$ cat src/rtl/mem_ctrl_if.sv
// rtl/mem_ctrl_if.sv - requester (load/store and fetch) and byte-wide memory bus bundle for mem_ctrl
interface mem_ctrl_if;
    logic        lsb_en;
    logic        lsb_wr;
    logic [31:0] lsb_a;
    logic [2:0]  lsb_l;
    logic [31:0] lsb_w;
    logic        lsb_done;
    logic [31:0] lsb_r;
    logic        if_en;
    logic [31:0] if_a;
    logic        if_done;
    logic [31:0] if_data;
    logic [7:0]  mem_din;
    logic [7:0]  mem_dout;
    logic [31:0] mem_a;
    logic        mem_wr;
    logic        io_buffer_full;

    modport slave (
        input  lsb_en, lsb_wr, lsb_a, lsb_l, lsb_w, if_en, if_a, mem_din, io_buffer_full,
        output lsb_done, lsb_r, if_done, if_data, mem_dout, mem_a, mem_wr
    );

    modport master (
        output lsb_en, lsb_wr, lsb_a, lsb_l, lsb_w, if_en, if_a, mem_din, io_buffer_full,
        input  lsb_done, lsb_r, if_done, if_data, mem_dout, mem_a, mem_wr
    );
endinterface

$ cat src/rtl/mem_ctrl.sv
// rtl/mem_ctrl.sv - byte-serial memory controller arbitrating data access and instruction fetch
// Optional IO_BUFFER_STALL_EN: hold IO stores in IDLE while io_buffer_full is high.
module mem_ctrl (
    input  logic        clk,
    input  logic        rst,
    input  logic        rdy,
    input  logic        rollback,
    mem_ctrl_if.slave   bus
);
    typedef enum logic [1:0] {IDLE, IF_RD, LS_RD, LS_WR} state_e;

    state_e      state_q, state_d;
    logic [2:0]  cnt_q, cnt_d;
    logic [2:0]  len_q, len_d;
    logic [31:0] mem_a_q, mem_a_d;
    logic [7:0]  mem_dout_q, mem_dout_d;
    logic        mem_wr_q, mem_wr_d;
    logic [31:0] w_q, w_d;
    logic [31:0] data_q, data_d;
    logic [31:0] lsb_r_q, lsb_r_d;
    logic [31:0] if_data_q, if_data_d;
    logic        lsb_done_q, lsb_done_d;
    logic        if_done_q, if_done_d;

    logic [2:0]  lsb_n;
    logic [2:0]  cnt_inc;
    logic        last;
    logic        ls_block;
    logic        accept_ls;
    logic        accept_if;
    logic [31:0] captured;

    always_comb begin
        case (bus.lsb_l)
            3'd1:    lsb_n = 3'd1;
            3'd2:    lsb_n = 3'd2;
            default: lsb_n = 3'd4;
        endcase
    end

`ifdef IO_BUFFER_STALL_EN
    assign ls_block = bus.lsb_en & bus.lsb_wr & (bus.lsb_a[17:16] == 2'b11) & bus.io_buffer_full;
`else
    // io_buffer_full has no effect in this build
    assign ls_block = bus.io_buffer_full & 1'b0;
`endif

    // a blocked store keeps lsb_en high, so a pending fetch cannot slip past it
    assign accept_ls = bus.lsb_en & ~ls_block;
    assign accept_if = bus.if_en & ~bus.lsb_en & ~rollback;
    assign cnt_inc   = cnt_q + 3'd1;
    assign last      = (cnt_inc == len_q);
    assign captured  = data_q | ({24'b0, bus.mem_din} << {cnt_q, 3'b000});

    always_ff @(posedge clk) begin
        if (!rst) begin
            state_q <= IDLE;
        end else if (rdy) begin
            state_q <= state_d;
        end
    end

    always_comb begin
        state_d = state_q;
        case (state_q)
            IDLE: begin
                if (accept_ls) begin
                    state_d = bus.lsb_wr ? LS_WR : LS_RD;
                end else if (accept_if) begin
                    state_d = IF_RD;
                end
            end
            IF_RD: begin
                if (rollback || last) begin
                    state_d = IDLE;
                end
            end
            LS_RD, LS_WR: begin
                if (last) begin
                    state_d = IDLE;
                end
            end
            default: state_d = IDLE;
        endcase
    end

    always_comb begin
        cnt_d      = cnt_q;
        len_d      = len_q;
        mem_a_d    = mem_a_q;
        mem_dout_d = mem_dout_q;
        mem_wr_d   = mem_wr_q;
        w_d        = w_q;
        data_d     = data_q;
        lsb_r_d    = lsb_r_q;
        if_data_d  = if_data_q;
        lsb_done_d = 1'b0;
        if_done_d  = 1'b0;
        case (state_q)
            IDLE: begin
                mem_a_d  = 32'd0;
                mem_wr_d = 1'b0;
                cnt_d    = 3'd0;
                data_d   = 32'd0;
                if (accept_ls) begin
                    mem_a_d = bus.lsb_a;
                    len_d   = lsb_n;
                    w_d     = bus.lsb_w;
                    if (bus.lsb_wr) begin
                        mem_wr_d   = 1'b1;
                        mem_dout_d = bus.lsb_w[7:0];
                    end
                end else if (accept_if) begin
                    mem_a_d = bus.if_a;
                    len_d   = 3'd4;
                end
            end
            IF_RD: begin
                if (rollback) begin
                    mem_a_d = 32'd0;
                    cnt_d   = 3'd0;
                end else if (last) begin
                    if_data_d = captured;
                    if_done_d = 1'b1;
                    mem_a_d   = 32'd0;
                    cnt_d     = 3'd0;
                end else begin
                    data_d  = captured;
                    mem_a_d = mem_a_q + 32'd1;
                    cnt_d   = cnt_inc;
                end
            end
            LS_RD: begin
                if (last) begin
                    lsb_r_d    = captured;
                    lsb_done_d = 1'b1;
                    mem_a_d    = 32'd0;
                    cnt_d      = 3'd0;
                end else begin
                    data_d  = captured;
                    mem_a_d = mem_a_q + 32'd1;
                    cnt_d   = cnt_inc;
                end
            end
            LS_WR: begin
                if (last) begin
                    lsb_done_d = 1'b1;
                    mem_wr_d   = 1'b0;
                    mem_a_d    = 32'd0;
                    mem_dout_d = 8'd0;
                    cnt_d      = 3'd0;
                end else begin
                    mem_a_d    = mem_a_q + 32'd1;
                    mem_dout_d = 8'(w_q >> {cnt_inc, 3'b000});
                    cnt_d      = cnt_inc;
                end
            end
            default: ;
        endcase
    end

    always_ff @(posedge clk) begin
        if (!rst) begin
            cnt_q      <= 3'd0;
            len_q      <= 3'd0;
            mem_a_q    <= 32'd0;
            mem_dout_q <= 8'd0;
            mem_wr_q   <= 1'b0;
            w_q        <= 32'd0;
            data_q     <= 32'd0;
            lsb_r_q    <= 32'd0;
            if_data_q  <= 32'd0;
            lsb_done_q <= 1'b0;
            if_done_q  <= 1'b0;
        end else if (rdy) begin
            cnt_q      <= cnt_d;
            len_q      <= len_d;
            mem_a_q    <= mem_a_d;
            mem_dout_q <= mem_dout_d;
            mem_wr_q   <= mem_wr_d;
            w_q        <= w_d;
            data_q     <= data_d;
            lsb_r_q    <= lsb_r_d;
            if_data_q  <= if_data_d;
            lsb_done_q <= lsb_done_d;
            if_done_q  <= if_done_d;
        end else begin
            // a frozen pipeline must not stretch a completion pulse
            lsb_done_q <= 1'b0;
            if_done_q  <= 1'b0;
        end
    end

    assign bus.mem_a    = mem_a_q;
    assign bus.mem_dout = mem_dout_q;
    assign bus.mem_wr   = mem_wr_q & rdy;
    assign bus.lsb_done = lsb_done_q;
    assign bus.lsb_r    = lsb_r_q;
    assign bus.if_done  = if_done_q;
    assign bus.if_data  = if_data_q;
endmodule

$ cat src/flat_wrapper.sv
// flat-port wrapper written by rule: the top's interface ports become plain ports
module mem_ctrl_flat 
  (clk, rst, rdy, rollback, bus_lsb_en, bus_lsb_wr, bus_lsb_a, bus_lsb_l, bus_lsb_w, bus_if_en, bus_if_a, bus_mem_din, bus_io_buffer_full, bus_lsb_done, bus_lsb_r, bus_if_done, bus_if_data, bus_mem_dout, bus_mem_a, bus_mem_wr);
  mem_ctrl_if bus_i ();
  input  logic clk;
  input  logic rst;
  input  logic rdy;
  input  logic rollback;
  input wire logic [$bits(bus_i.lsb_en)-1:0] bus_lsb_en;
  input wire logic [$bits(bus_i.lsb_wr)-1:0] bus_lsb_wr;
  input wire logic [$bits(bus_i.lsb_a)-1:0] bus_lsb_a;
  input wire logic [$bits(bus_i.lsb_l)-1:0] bus_lsb_l;
  input wire logic [$bits(bus_i.lsb_w)-1:0] bus_lsb_w;
  input wire logic [$bits(bus_i.if_en)-1:0] bus_if_en;
  input wire logic [$bits(bus_i.if_a)-1:0] bus_if_a;
  input wire logic [$bits(bus_i.mem_din)-1:0] bus_mem_din;
  input wire logic [$bits(bus_i.io_buffer_full)-1:0] bus_io_buffer_full;
  output wire logic [$bits(bus_i.lsb_done)-1:0] bus_lsb_done;
  output wire logic [$bits(bus_i.lsb_r)-1:0] bus_lsb_r;
  output wire logic [$bits(bus_i.if_done)-1:0] bus_if_done;
  output wire logic [$bits(bus_i.if_data)-1:0] bus_if_data;
  output wire logic [$bits(bus_i.mem_dout)-1:0] bus_mem_dout;
  output wire logic [$bits(bus_i.mem_a)-1:0] bus_mem_a;
  output wire logic [$bits(bus_i.mem_wr)-1:0] bus_mem_wr;
  assign bus_i.lsb_en = bus_lsb_en;
  assign bus_i.lsb_wr = bus_lsb_wr;
  assign bus_i.lsb_a = bus_lsb_a;
  assign bus_i.lsb_l = bus_lsb_l;
  assign bus_i.lsb_w = bus_lsb_w;
  assign bus_i.if_en = bus_if_en;
  assign bus_i.if_a = bus_if_a;
  assign bus_i.mem_din = bus_mem_din;
  assign bus_i.io_buffer_full = bus_io_buffer_full;
  assign bus_lsb_done = bus_i.lsb_done;
  assign bus_lsb_r = bus_i.lsb_r;
  assign bus_if_done = bus_i.if_done;
  assign bus_if_data = bus_i.if_data;
  assign bus_mem_dout = bus_i.mem_dout;
  assign bus_mem_a = bus_i.mem_a;
  assign bus_mem_wr = bus_i.mem_wr;
  mem_ctrl u_core (.clk(clk), .rst(rst), .rdy(rdy), .rollback(rollback), .bus(bus_i));
endmodule
$ cat config.mk
export PLATFORM = sky130hd
export DESIGN_NAME = mem_ctrl_flat
export DESIGN_NICKNAME = d
export VERILOG_FILES = /design/src/rtl/mem_ctrl_if.sv /design/src/rtl/mem_ctrl.sv /design/src/flat_wrapper.sv
export SDC_FILE = /design/constraint.sdc
export NUM_CORES = 1
export LEC_CHECK = 0
export CAP_MARGIN = 25
export CORE_MARGIN = 3
export CORE_UTILIZATION = 50
export CTS_BUF_LIST = sky130_fd_sc_hd__clkbuf_8 sky130_fd_sc_hd__clkbuf_16
export DETAILED_ROUTE_END_ITERATION = 10
export DONT_BUFFER_PORTS = 1
export PLACE_DENSITY = 0.68
export SLEW_MARGIN = 20
export SYNTH_ARGS = -nofsm -noshare
export SYNTH_HDL_FRONTEND = slang
export SYNTH_SLANG_ARGS = --single-unit
$ cat constraint.sdc
create_clock -name clk -period 2.01 [get_ports clk]
set_input_delay 0.201 -clock clk [delete_from_list [all_inputs] [get_ports clk]]
set_output_delay 0.201 -clock clk [all_outputs]
set_load 0.05 [all_outputs]
# After elaboration in Yosys (flattened, before gate mapping)
# Index checks and enable logic that the tools add are counted.
# totals
in_bits	115
reg_bits	179
# classes
n_shift	2
mux	29
bitwise	9
add_sub_neg	2
eq_ne	13
n_reduce_logical	16
# op_table
cell	count
32-bit two-way mux	6
32-bit one-hot mux with 3 select lines	2
32-bit by 1-bit adder with 32-bit output, second input constant	1
32-bit OR	1
8-bit by 6-bit left shift with 32-bit output	1
32-bit by 6-bit >> shifter with 8-bit output	1
8-bit two-way mux	3
3-bit AND reduction	6
8-bit one-hot mux with 2 select lines	1
3-bit two-way mux	4
4-bit AND reduction	3
3-bit one-hot mux with 3 select lines	1
2-bit two-way mux	4
2-bit by 1-bit != test with 1-bit output, second input constant	3
2-bit != test, second input constant	3
2-bit one-hot mux with 3 select lines	1
3-bit one-hot mux with 2 select lines	1
1-bit two-way mux	5
1-bit NOT	5
2-bit == test, second input constant	2
2-bit nonzero test	2
4-bit OR reduction	1
3-bit by 1-bit adder with 3-bit output, second input constant	1
1-bit bitwise AND	3
other kinds (10)	10

# Depth between registers and ports, before layout
# Gate-level depths: netlist of run 1.
# logic_depth
word_depth	6
mapped_depth	10

# Worst setup path before layout of run 1
# OpenSTA, ideal clock, no wires.
# synth_timing
kind	reg2reg
startpoint	register u_core.mem_a_q[0] (netlist: u_core.bus.mem_a[0])
endpoint	register u_core.mem_a_q[24] (netlist: u_core.bus.mem_a[24])
setup_ns	0.136
path_slack_ns	-0.338
stages_incl_launch_ff	7
arrival_ns	2.212
synth_period_minus_slack_ns	2.348
n_path_buf	0
path_cell_list	dfxtp_1 -> ha_1 -> nand3_1 -> nor4_2 -> and3_1 -> xnor2_1 -> o22ai_2
# synth_via
elab_chain_cells	4
# synth_rtl
element	line	rtl
start: declaration	mem_ctrl.sv:15	logic [31:0] mem_a_q, mem_a_d;
start signal: assignment	mem_ctrl.sv:178	mem_a_q <= mem_a_d;
32-bit by 1-bit adder with 32-bit output *	mem_ctrl.sv:129, mem_ctrl.sv:141, mem_ctrl.sv:153	
32-bit two-way mux *	mem_ctrl.sv:122, mem_ctrl.sv:134, mem_ctrl.sv:146	
32-bit two-way mux	mem_ctrl.sv:119	if (rollback) begin
32-bit one-hot mux with 3 select lines *	mem_ctrl.sv:99	case (state_q)
# Mark *: on every way between the ends. The rest lies on a longest branch, timed or not.
# A chain may end at the register's enable or synchronous reset.

# Final worst setup path of run 1
# layout_timing
startpoint	register u_core.cnt_q[0]
endpoint	register u_core.lsb_r_q[7] (netlist: u_core.bus.lsb_r[7])
# layout_via
elab_chain_cells	3
word_cells_on_any_way	5
# layout_rtl
element	line	rtl
start: declaration	mem_ctrl.sv:13	logic [2:0] cnt_q, cnt_d;
start signal: assignment	mem_ctrl.sv:176	cnt_q <= cnt_d;
3-bit by 1-bit adder with 3-bit output	mem_ctrl.sv:51	assign cnt_inc = cnt_q + 3'd1;
3-bit == test	mem_ctrl.sv:52	assign last = (cnt_inc == len_q);
3-bit AND reduction (no line)	n/a	
end signal: assignment	mem_ctrl.sv:183	lsb_r_q <= lsb_r_d;
end: declaration	mem_ctrl.sv:20	logic [31:0] lsb_r_q, lsb_r_d;
# Several ways; a longest one is shown, not always the timed one.

==> flow_summary.toml, run 1 <==
[clock_tree]
cts_made_buffers = 17
path_clk_slew_ns = 0.07
root_buffer = "clkbuf_16"
clock_latency_ns = 0.43
cts_tree = "done"
cts.sinks = 179
ctsHtreeMaxLevel = 4
clockBufferDepth = 2

[hold_path]
hp-start = "bus_if_a[21]"
worstHoldEndpoint = "u_core.bus.mem_a[21]"
min_path_type = "input port to flop"
holdPathStages = 2

[synthesis]
synth_top_family_by_area = "compound AO/OA/AOI/OAI gates"
synth_cells = 867
synth-edff-count = 0
ys_seq_area_frac = 0.464
ys_ff_latch = 179
avgSynthCellArea_sq_um = 8.91
ys_top_cells_by_count = "dfxtp_1, a21oi_1, nor2_1"
synth_area_leader_cell = "dfxtp_1"
yosys.area_share.adder = 0.0113
synth_simple_gate_area_frac = 0.174
synth_compound_area_frac = 0.245
synth-xor-area-share = 0.0347
synth.distinct_cells = 61
synth_most_common_cell = "dfxtp_1"
synth_top_area_share = 0.464
yosysWarnings = 0
synthMuxAreaShare = 0.0246
synth_ff_type = "dfxtp_1"
yosys-top-cells-area = "dfxtp_1, a21oi_1, a211oi_1"
synth_nets = 989
syn_area_sq_mm = 0.00772
async_reset_ff_frac = 0

[timing]
finalClockSkew_ns = 0.0100
tightest_slew_ns = 0.784
setup_viol = 0
min_period_ns = 1.92
period_share = 0.957
hold_viol_final = 0
fmax_ghz = 0.520
finalMaxSlewViolations = 0
whs_ns = 0.0118
max_slew_margin = 0.475
fin_ws_ns = 0.0862

[floorplanning]
die_y_um = 130
coreArea_sq_mm = 0.0148
start_util = 0.521
die_area_sq_mm = 0.0170
dieWidth_um = 130
num_io_pins = 222
placementRows = 44

[setup_path]
endpoint_kind = "flop"
required_ns = 2.34
ff2ff_setup_slack_ns = 0.09
r2r-end = "u_core.bus.lsb_r[7]"
r2r_cells = 7
path_class = "flop to flop"
worstPathArrival_ns = 2.26
cp_max_fo = 36
r2r-start = "u_core.cnt_q[0]"
start_kind = "flop"

[route]
avgRoutedWirePerCell_um = 20.3
drc = 0
num_vias = 7279
antenna_left = 0
drt_wl_total_um = 23900
dr.pass1.iters = 8
via_per_inst = 6.18
initialDrtViolationCount = 615

[finish]
syn2layout_area_growth_pct = 28.3
final.fill_count = 1159
drive_gt1_frac = 0.192
fin_nets = 1102

[placement]
gp_congestion = 0.863
io_buffer_count = 0
pre_cts_slack_ns = -0.0536
hpwl_um = 15000

[global_routing]
antenna_found_initial = 0
grt_max_degree = 49
grt_use_met3 = 0.0729
grt-busiest-layer = "met2"
grt_pass1_vias = 6997
grt_pass1_wl_um = 36200
track_usage = 0.271
grtUsageMet1 = 0.318
overflow = 0
grt_util_met2 = 0.463

[power_and_ir_drop]
leakagePower_nw = 3.46
ir_drop_v = 0.000597
power.density_mw_per_mm2 = 831

[status]
status = "completed"

[flow_run]
cap_viol_max_count = 0
-- what timing repair did --
item                                   CTS  global route
endpoints found under the hold margin  105             1
hold buffers                            79             1
pin swaps                                1             6
setup endpoints to repair               24            85
gates resized for setup                  4            13
cloned                                   0             0
setup buffers                            0             9
-- worst max-delay path, cell delays in order, from the launching register on --
cell	delay, ns
dfxtp_4	0.36
ha_4	0.28
xnor2_2	0.11
and3_4	0.25
and3_2	0.26
buf_12	0.20
nor2_1	0.09
a211oi_2	0.27
-- layout make-up --
class / count / area (sq um) / share of cell area
antenna: 1 / 2.50 / 0.000253
clock buffer: 17 / 425 / 0.0429
clock inverter: 14 / 153 / 0.0154
inverter: 10 / 40.0 / 0.00404
multi-input combinational: 608 / 3910 / 0.394
sequential: 179 / 3610 / 0.365
tap: 184 / 230 / 0.0232
timing repair buffer: 164 / 1540 / 0.155
-- cells by family after synthesis --
family                   count (synthesis)
multiplexers                             9
AO/OA/AOI/OAI                          276
buffers and inverters                   80
AND/OR/NAND/NOR                        287
XOR/XNOR                                29
adder cells (fa/ha/maj)                  7
flip-flops                             179
-- where the power goes --
group | leakage (nW) | switching (W) | internal [W]
clock network | 0.280 | 0.00146 | 0.00184
logic | 1.72 | 0.000653 | 0.000439
registers | 1.46 | 0.000169 | 0.00367
-- worst max-delay path by stage --
stage               slack [ns]                     end  cells past startpoint         startpoint
finish                    0.09     u_core.bus.lsb_r[7]                      7    u_core.cnt_q[0]
global route            -0.002    u_core.bus.lsb_r[29]                      7    u_core.cnt_q[0]
CTS                      -0.04        u_core.data_q[3]                      8  u_core.state_q[1]
detailed placement       -0.05  u_core.bus.if_data[15]                      7    u_core.cnt_q[0]
global placement          0.06    u_core.bus.mem_a[16]                      7    u_core.cnt_q[0]
floorplan                -0.03     u_core.bus.mem_a[7]                      9    u_core.cnt_q[1]
-- through the flow --
| stage | total power (W) | setup TNS (ns) | util | cell area (sq um) | cells |
|---|---|---|---|---|---|
| global placement | 0.00476 | 0 | 0.566 | 8390 | 1056 |
| finish | 0.00823 | 0 | 0.669 | 9910 | 1177 |
| global route | 0.00850 | -0.00152 | 0.669 | 9900 | 1176 |
| detailed placement | 0.00480 | -0.197 | 0.566 | 8390 | 1056 |
| CTS | 0.00821 | -0.0527 | 0.660 | 9770 | 1166 |
| floorplan | 0.00455 | -0.410 | - | 7810 | 867 |
-- placed cells by master, fill, tap and decap left out, types with 3 or more instances in the layout --
cell	n
dfxtp_1	164
a21oi_1	116
nor2_1	111
nand2_1	85
dlygate4sd3_1	80
buf_4	75
a211oi_1	63
a222oi_1	27
xor2_1	21
clkbuf_16	17
nand3_1	16
o21ai_0	15
nand4_1	12
o22ai_2	10
dfxtp_2	10
nand2_2	9
a21oi_2	9
mux4_2	8
a32oi_1	8
nor3_1	8
buf_12	8
inv_1	7
and3_1	6
nor4_1	6
xnor2_1	6
ha_1	5
dfxtp_4	5
nand2b_1	4
nor3b_4	4
inv_6	4
and2_1	3
nor2b_1	3
or3_1	3
o22ai_1	3
clkinvlp_4	3
-- routing by layer --
metal / part of all wire / vias up
met5: 0 / -
met3: 0.085 / 62
met2: 0.51 / 387
met4: 0.029 / 0
li1: - / 3413
met1: 0.38 / 3417
-- registers in the layout, indices dropped and copies added (netlist names), 3 cells and up --
register             flops
u_core.bus.if_data      32
u_core.bus.lsb_r        32
u_core.bus.mem_a        32
u_core.bus.mem_dout      8
u_core.cnt_q             3
u_core.data_q           32
u_core.len_q             3
u_core.w_q              32
Power figures use the tool's default switching activity.
==> inputs of run 2 (changes only) <==
--- a/config.mk
+++ b/config.mk
@@ -7,11 +7,11 @@
 export LEC_CHECK = 0
 export CAP_MARGIN = 25
 export CORE_MARGIN = 3
-export CORE_UTILIZATION = 50
+export CORE_UTILIZATION = 55
 export CTS_BUF_LIST = sky130_fd_sc_hd__clkbuf_8 sky130_fd_sc_hd__clkbuf_16
 export DETAILED_ROUTE_END_ITERATION = 10
 export DONT_BUFFER_PORTS = 1
-export PLACE_DENSITY = 0.68
+export PLACE_DENSITY = 0.73
 export SLEW_MARGIN = 20
 export SYNTH_ARGS = -nofsm -noshare
 export SYNTH_HDL_FRONTEND = slang
==> run 2 against run 1 <==
Clock skew grew 0.0019 ns; clock-buffer cell count is 3 higher; first-iteration DRC count grew 20%; combinational power is essentially flat; routed wire length fell by 0.54%; sequential share of layout area rose by 0.41 points; die area is 8.7% lower; clock power shrank 5%; cell area is 1.1% lower; critical path type unchanged; critical endpoint is now u_core.bus.if_data[23]; largest cell class unchanged; highest routed layer unchanged.
==> flow_summary.toml, run 2 (same netlist as run 1, synthesis figures left out) <==
[status]
status = "completed"

[setup_path]
endpoint_kind = "flop"
start_kind = "flop"
path_class = "flop to flop"
cpMaxStageDelayCell = "dfxtp_4"
required_ns = 2.34
cp.buffers_inverters = 1
path_delay_family = "simple AND/OR/NAND/NOR gates"
r2r-end = "u_core.bus.if_data[23]"
crit_path_cell_trace = "ha_4, xnor3_1, and3_4, and4_4, buf_12, nor2_1, a211oi_1"
r2r-start = "u_core.cnt_q[0]"
ff2ff_setup_slack_ns = 0.07
path_depth = 7
crit_path_max_incr_delay_ns = 0.36
r2r_cells = 7
worstPathArrival_ns = 2.27
cp_max_fo = 28

[floorplanning]
start_util = 0.572
num_io_pins = 222
coreArea_sq_mm = 0.0135
die_area_sq_mm = 0.0155
dieWidth_um = 124
die_y_um = 124
placementRows = 42

[route]
drc = 0
antenna_left = 0
initialDrtViolationCount = 736
avgRoutedWirePerCell_um = 20.5
num_vias = 7331
drt_wl_total_um = 23800
via_per_inst = 6.34
dr.pass1.iters = 9

[clock_tree]
clock_latency_ns = 0.43
clockBufferDepth = 2
cts.sinks = 179
path_clk_slew_ns = 0.07
cts_tree = "done"
cts_made_buffers = 17
post-cts-setup-buffer-count = 0
ctsHtreeMaxLevel = 4
root_buffer = "clkbuf_16"

[global_routing]
grt_pass1_vias = 7102
grt_pass1_wl_um = 36300
overflow = 0
antenna_found_initial = 2
track_usage = 0.283
grt_max_degree = 65

[power_and_ir_drop]
ir_drop_v = 0.000554
leakagePower_nw = 3.40
power_w = 0.00805
power.density_mw_per_mm2 = 822

[timing]
fin_tns_setup_ns = 0
max_slew_margin = 0.465
tightest_slew_ns = 0.799
setup_viol = 0
whs_ns = 0.0209
period_share = 0.967
fmax_ghz = 0.514
finalMaxSlewViolations = 0
min_period_ns = 1.94
finalClockSkew_ns = 0.0119
hold_viol_final = 0
fin_ws_ns = 0.0661

[hold_path]
worstHoldEndpoint = "u_core.bus.mem_a[17]"
min_path_type = "input port to flop"
hp-start = "bus_lsb_a[17]"
holdPathStages = 2

[finish]
drive_gt1_frac = 0.179
syn2layout_area_growth_pct = 26.9
regArea_sq_mm = 0.00361
layout_commonest_cell = "dfxtp_1"
final.fill_count = 929
layout_common_cells = "dfxtp_1, a21oi_1, nor2_1"
fin_util = 0.725
fin_nets = 1088
multi_input_area_sq_mm = 0.00390

[placement]
gp_congestion = 0.834
pre_cts_slack_ns = -0.123
io_buffer_count = 0
hpwl_um = 14500

[flow_run]
cap_viol_max_count = 0
==> run 2: cell count changes in the layout (fill, tap and decap cells not counted), sizes merged <==
| cell | delta |
|---|---|
| buf | -15 |
| bufinv | -2 |
| clkbuf | +6 |
| diode | +1 |
| dlygate4sd3 | -2 |
==> run 2: power breakdown <==
group / total [W] / switching [W] / internal [W]
registers: 0.00384 / 0.000169 / 0.00367
clock network: 0.00315 / 0.00140 / 0.00176
logic: 0.00106 / 0.000640 / 0.000417
==> run 2: repair_timing <==
action / in CTS / in global routing
pin swaps: 0 / 1
setup endpoints to repair: 80 / 106
gates resized for setup: 3 / 12
hold endpoints to repair: 103 / 0
hold buffers: 78 / 0
gates cloned: 0 / 3
==> run 2: worst max-delay path by stage <==
| stage | endpoint | slack, ns | start |
|---|---|---|---|
| 2_1_floorplan | u_core.bus.mem_a[7] | -0.03 | u_core.cnt_q[1] |
| 3_3_place_gp | u_core.bus.mem_a[18] | -0.01 | u_core.cnt_q[0] |
| 3_5_place_dp | u_core.bus.mem_a[18] | -0.12 | u_core.cnt_q[0] |
| 4_1_cts | u_core.data_q[1] | 0.008 | u_core.cnt_q[0] |
| 5_1_grt | u_core.data_q[9] | -0.05 | u_core.state_q[1] |
| 6_report | u_core.bus.if_data[23] | 0.07 | u_core.cnt_q[0] |
==> run 2: through the flow <==
stage / cell area [sq um] / instances
3_5_place_dp: 8310 / 1042
2_1_floorplan: 7810 / 867
6_report: 9800 / 1157
3_3_place_gp: 8310 / 1042
4_1_cts: 9660 / 1152
5_1_grt: 9800 / 1157
==> run 2: routing by layer <==
metal | wire length, um | GRT usage | vias to the layer above
li1 | - | - | 3363
met1 | 9300 | 0.339 | 3522
met2 | 11900 | 0.478 | 384
met3 | 1890 | 0.0776 | 62
met4 | 669 | 0.121 | 0
met5 | 0 | 0 | -
==> run 2: cell type report <==
class                   instances  area share
multi-input cells             608       0.398
flip-flops and latches        179       0.369
repair buffers                150       0.148
clock buffers                  20      0.0499
well taps                     176      0.0225
clock inverters                12     0.00792
inverters                      10     0.00409
diodes                          2    0.000511
==> inputs of run 3 (changes only) <==
--- a/config.mk
+++ b/config.mk
@@ -11,7 +11,9 @@
 export CTS_BUF_LIST = sky130_fd_sc_hd__clkbuf_8 sky130_fd_sc_hd__clkbuf_16
 export DETAILED_ROUTE_END_ITERATION = 10
 export DONT_BUFFER_PORTS = 1
+export GPL_TIMING_DRIVEN = 0
 export PLACE_DENSITY = 0.73
+export SKIP_CTS_REPAIR_TIMING = 1
 export SLEW_MARGIN = 20
 export SYNTH_ARGS = -nofsm -noshare
 export SYNTH_HDL_FRONTEND = slang
==> run 3 against run 2 <==
The flow now finishes with violations (DRC, hold timing, setup timing); routed wire length increased by 7.6%; power up 3.2%; flip-flop and latch count is the same; maximum frequency shrank 12%; via count rose by 2.6%; clock power is 7.6% higher; setup slack worse by 0.26 ns.
==> flow_summary.toml, run 3 (same netlist as run 1, synthesis figures left out) <==
[finish]
fin_util = 0.766
layout_commonest_cell = "dfxtp_1"
final.fill_count = 878
syn2layout_area_growth_pct = 34.0
layout_common_cells = "dfxtp_1, a21oi_1, nor2_1"
drive_gt1_frac = 0.282
fin_nets = 1088
antenna_cells = 0

[timing]
max_slew_margin = 0.473
finalMaxSlewViolations = 0
period_share = 1.10
tightest_slew_ns = 0.791
min_period_ns = 2.21
rsz0062_at_grt = "yes"
fmax_ghz = 0.453
setup_viol = 99
whs_ns = -0.0195
finalClockSkew_ns = 0.00843
hold_viol_final = 12
fin_ws_ns = -0.198

[setup_path]
path_class = "flop to flop"
crit_path_cell_trace = "ha_4, xnor3_1, and3_4, buf_6, and3_2, buf_6, buf_6, nor2_1, a211oi_1"
crit_path_max_incr_delay_ns = 0.37
worstPathArrival_ns = 2.53
path_delay_family = "simple AND/OR/NAND/NOR gates"
endpoint_kind = "flop"
r2r-end = "u_core.bus.lsb_r[8]"
r2r_cells = 9
crit_path_frequent_cell = "buf_6"
start_kind = "flop"
cpMaxStageDelayCell = "xnor3_1"
cp.buffers_inverters = 3
r2r-start = "u_core.cnt_q[0]"
cp_max_fo = 10
path_depth = 9
required_ns = 2.33
ff2ff_setup_slack_ns = -0.20

[floorplanning]
die_area_sq_mm = 0.0155
coreArea_sq_mm = 0.0135
start_util = 0.572
die_y_um = 124
num_io_pins = 222
dieWidth_um = 124
placementRows = 42

[global_routing]
grt_max_degree = 17
grt_pass1_wl_um = 34800
overflow = 0
antenna_found_initial = 1
track_usage = 0.273
grt_pass1_vias = 6684

[clock_tree]
root_buffer = "clkbuf_16"
cts_made_buffers = 17
cts_tree = "done"
clockBufferDepth = 2
path_clk_slew_ns = 0.07
clock_latency_ns = 0.43
ctsHtreeMaxLevel = 4
cts.sinks = 179

[route]
topRoutingLayerUsed = "met5"
wl_met3_um = 2360
initialDrtViolationCount = 767
antenna_left = 0
avgRoutedWirePerCell_um = 22.1
num_vias = 7525
dr.pass1.iters = 11
drt_wl_total_um = 25600
drc = 1
wl_met1_um = 9510
wl_met2_um = 12700
via_per_inst = 6.52

[placement]
gp_congestion = 0.898
hpwl_um = 16400
io_buffer_count = 0

[hold_path]
min_path_type = "input port to flop"
worstHoldEndpoint = "u_core.bus.mem_dout[1]"
hp-start = "bus_lsb_w[1]"
holdPathStages = 2

[power_and_ir_drop]
leakagePower_nw = 3.59
power_w = 0.00830
power.density_mw_per_mm2 = 802
ir_drop_v = 0.000539

[status]
violations = "DRC, hold timing, setup timing"
status = "complete, but fails checks"

[flow_run]
cap_viol_max_count = 0
-- run 3: how the worst max path moves through the flow --
stage,from,to
after global placement,u_core.state_q[0],u_core.bus.mem_a[10]
after floorplan,u_core.cnt_q[1],u_core.bus.mem_a[7]
after global routing,u_core.cnt_q[0],u_core.bus.lsb_r[8]
after detailed placement,u_core.state_q[0],u_core.bus.mem_a[0]
after CTS,u_core.state_q[0],u_core.bus.mem_a[7]
final,u_core.cnt_q[0],u_core.bus.lsb_r[8]
-- run 3: worst reg2reg max path: stages (launching register included) --
cell      delay (ns)
dfxtp_4         0.36
ha_4            0.16
xnor3_1         0.37
and3_4          0.18
buf_6           0.12
and3_2          0.23
buf_6           0.16
buf_6           0.15
nor2_1          0.06
a211oi_1        0.30
-- run 3: cell type report --
cell class	instances	area (sq um)	area share
Sequential cell	179	3650	0.353
Clock inverter	13	159	0.0154
Multi-Input combinational cell	609	4480	0.432
Timing Repair Buffer	80	880	0.0850
Buffer	69	487	0.0470
Clock buffer	18	439	0.0424
Inverter	10	41.3	0.00399
Tap cell	176	220	0.0213
-- run 3: report_power, final --
group          internal (W)  switching (W)
sequential          0.00367       0.000351
combinational      0.000356       0.000537
clock               0.00198        0.00141
-- run 3: layer usage --
layer | GRT usage | up-vias
met3 | 0.0840 | 90
li1 | - | 3391
met4 | 0.104 | 2
met5 | 0 | -
met2 | 0.464 | 442
met1 | 0.324 | 3600
-- run 3: metrics by stage --
stage / std cells / setup slack, ns / area (sq um) / hold slack [ns] / setup TNS (ns)
floorplan: 867 / -0.0253 / 7810 / 0.337 / -0.410
global placement: 1043 / -0.366 / 8030 / 0.340 / -31.44
detailed placement: 1043 / -0.469 / 8030 / 0.344 / -39.72
CTS: 1074 / -0.483 / 8630 / -0.102 / -42.70
global route: 1154 / -0.247 / 10400 / -0.000450 / -16.95
finish: 1154 / -0.198 / 10400 / -0.0195 / -8.79
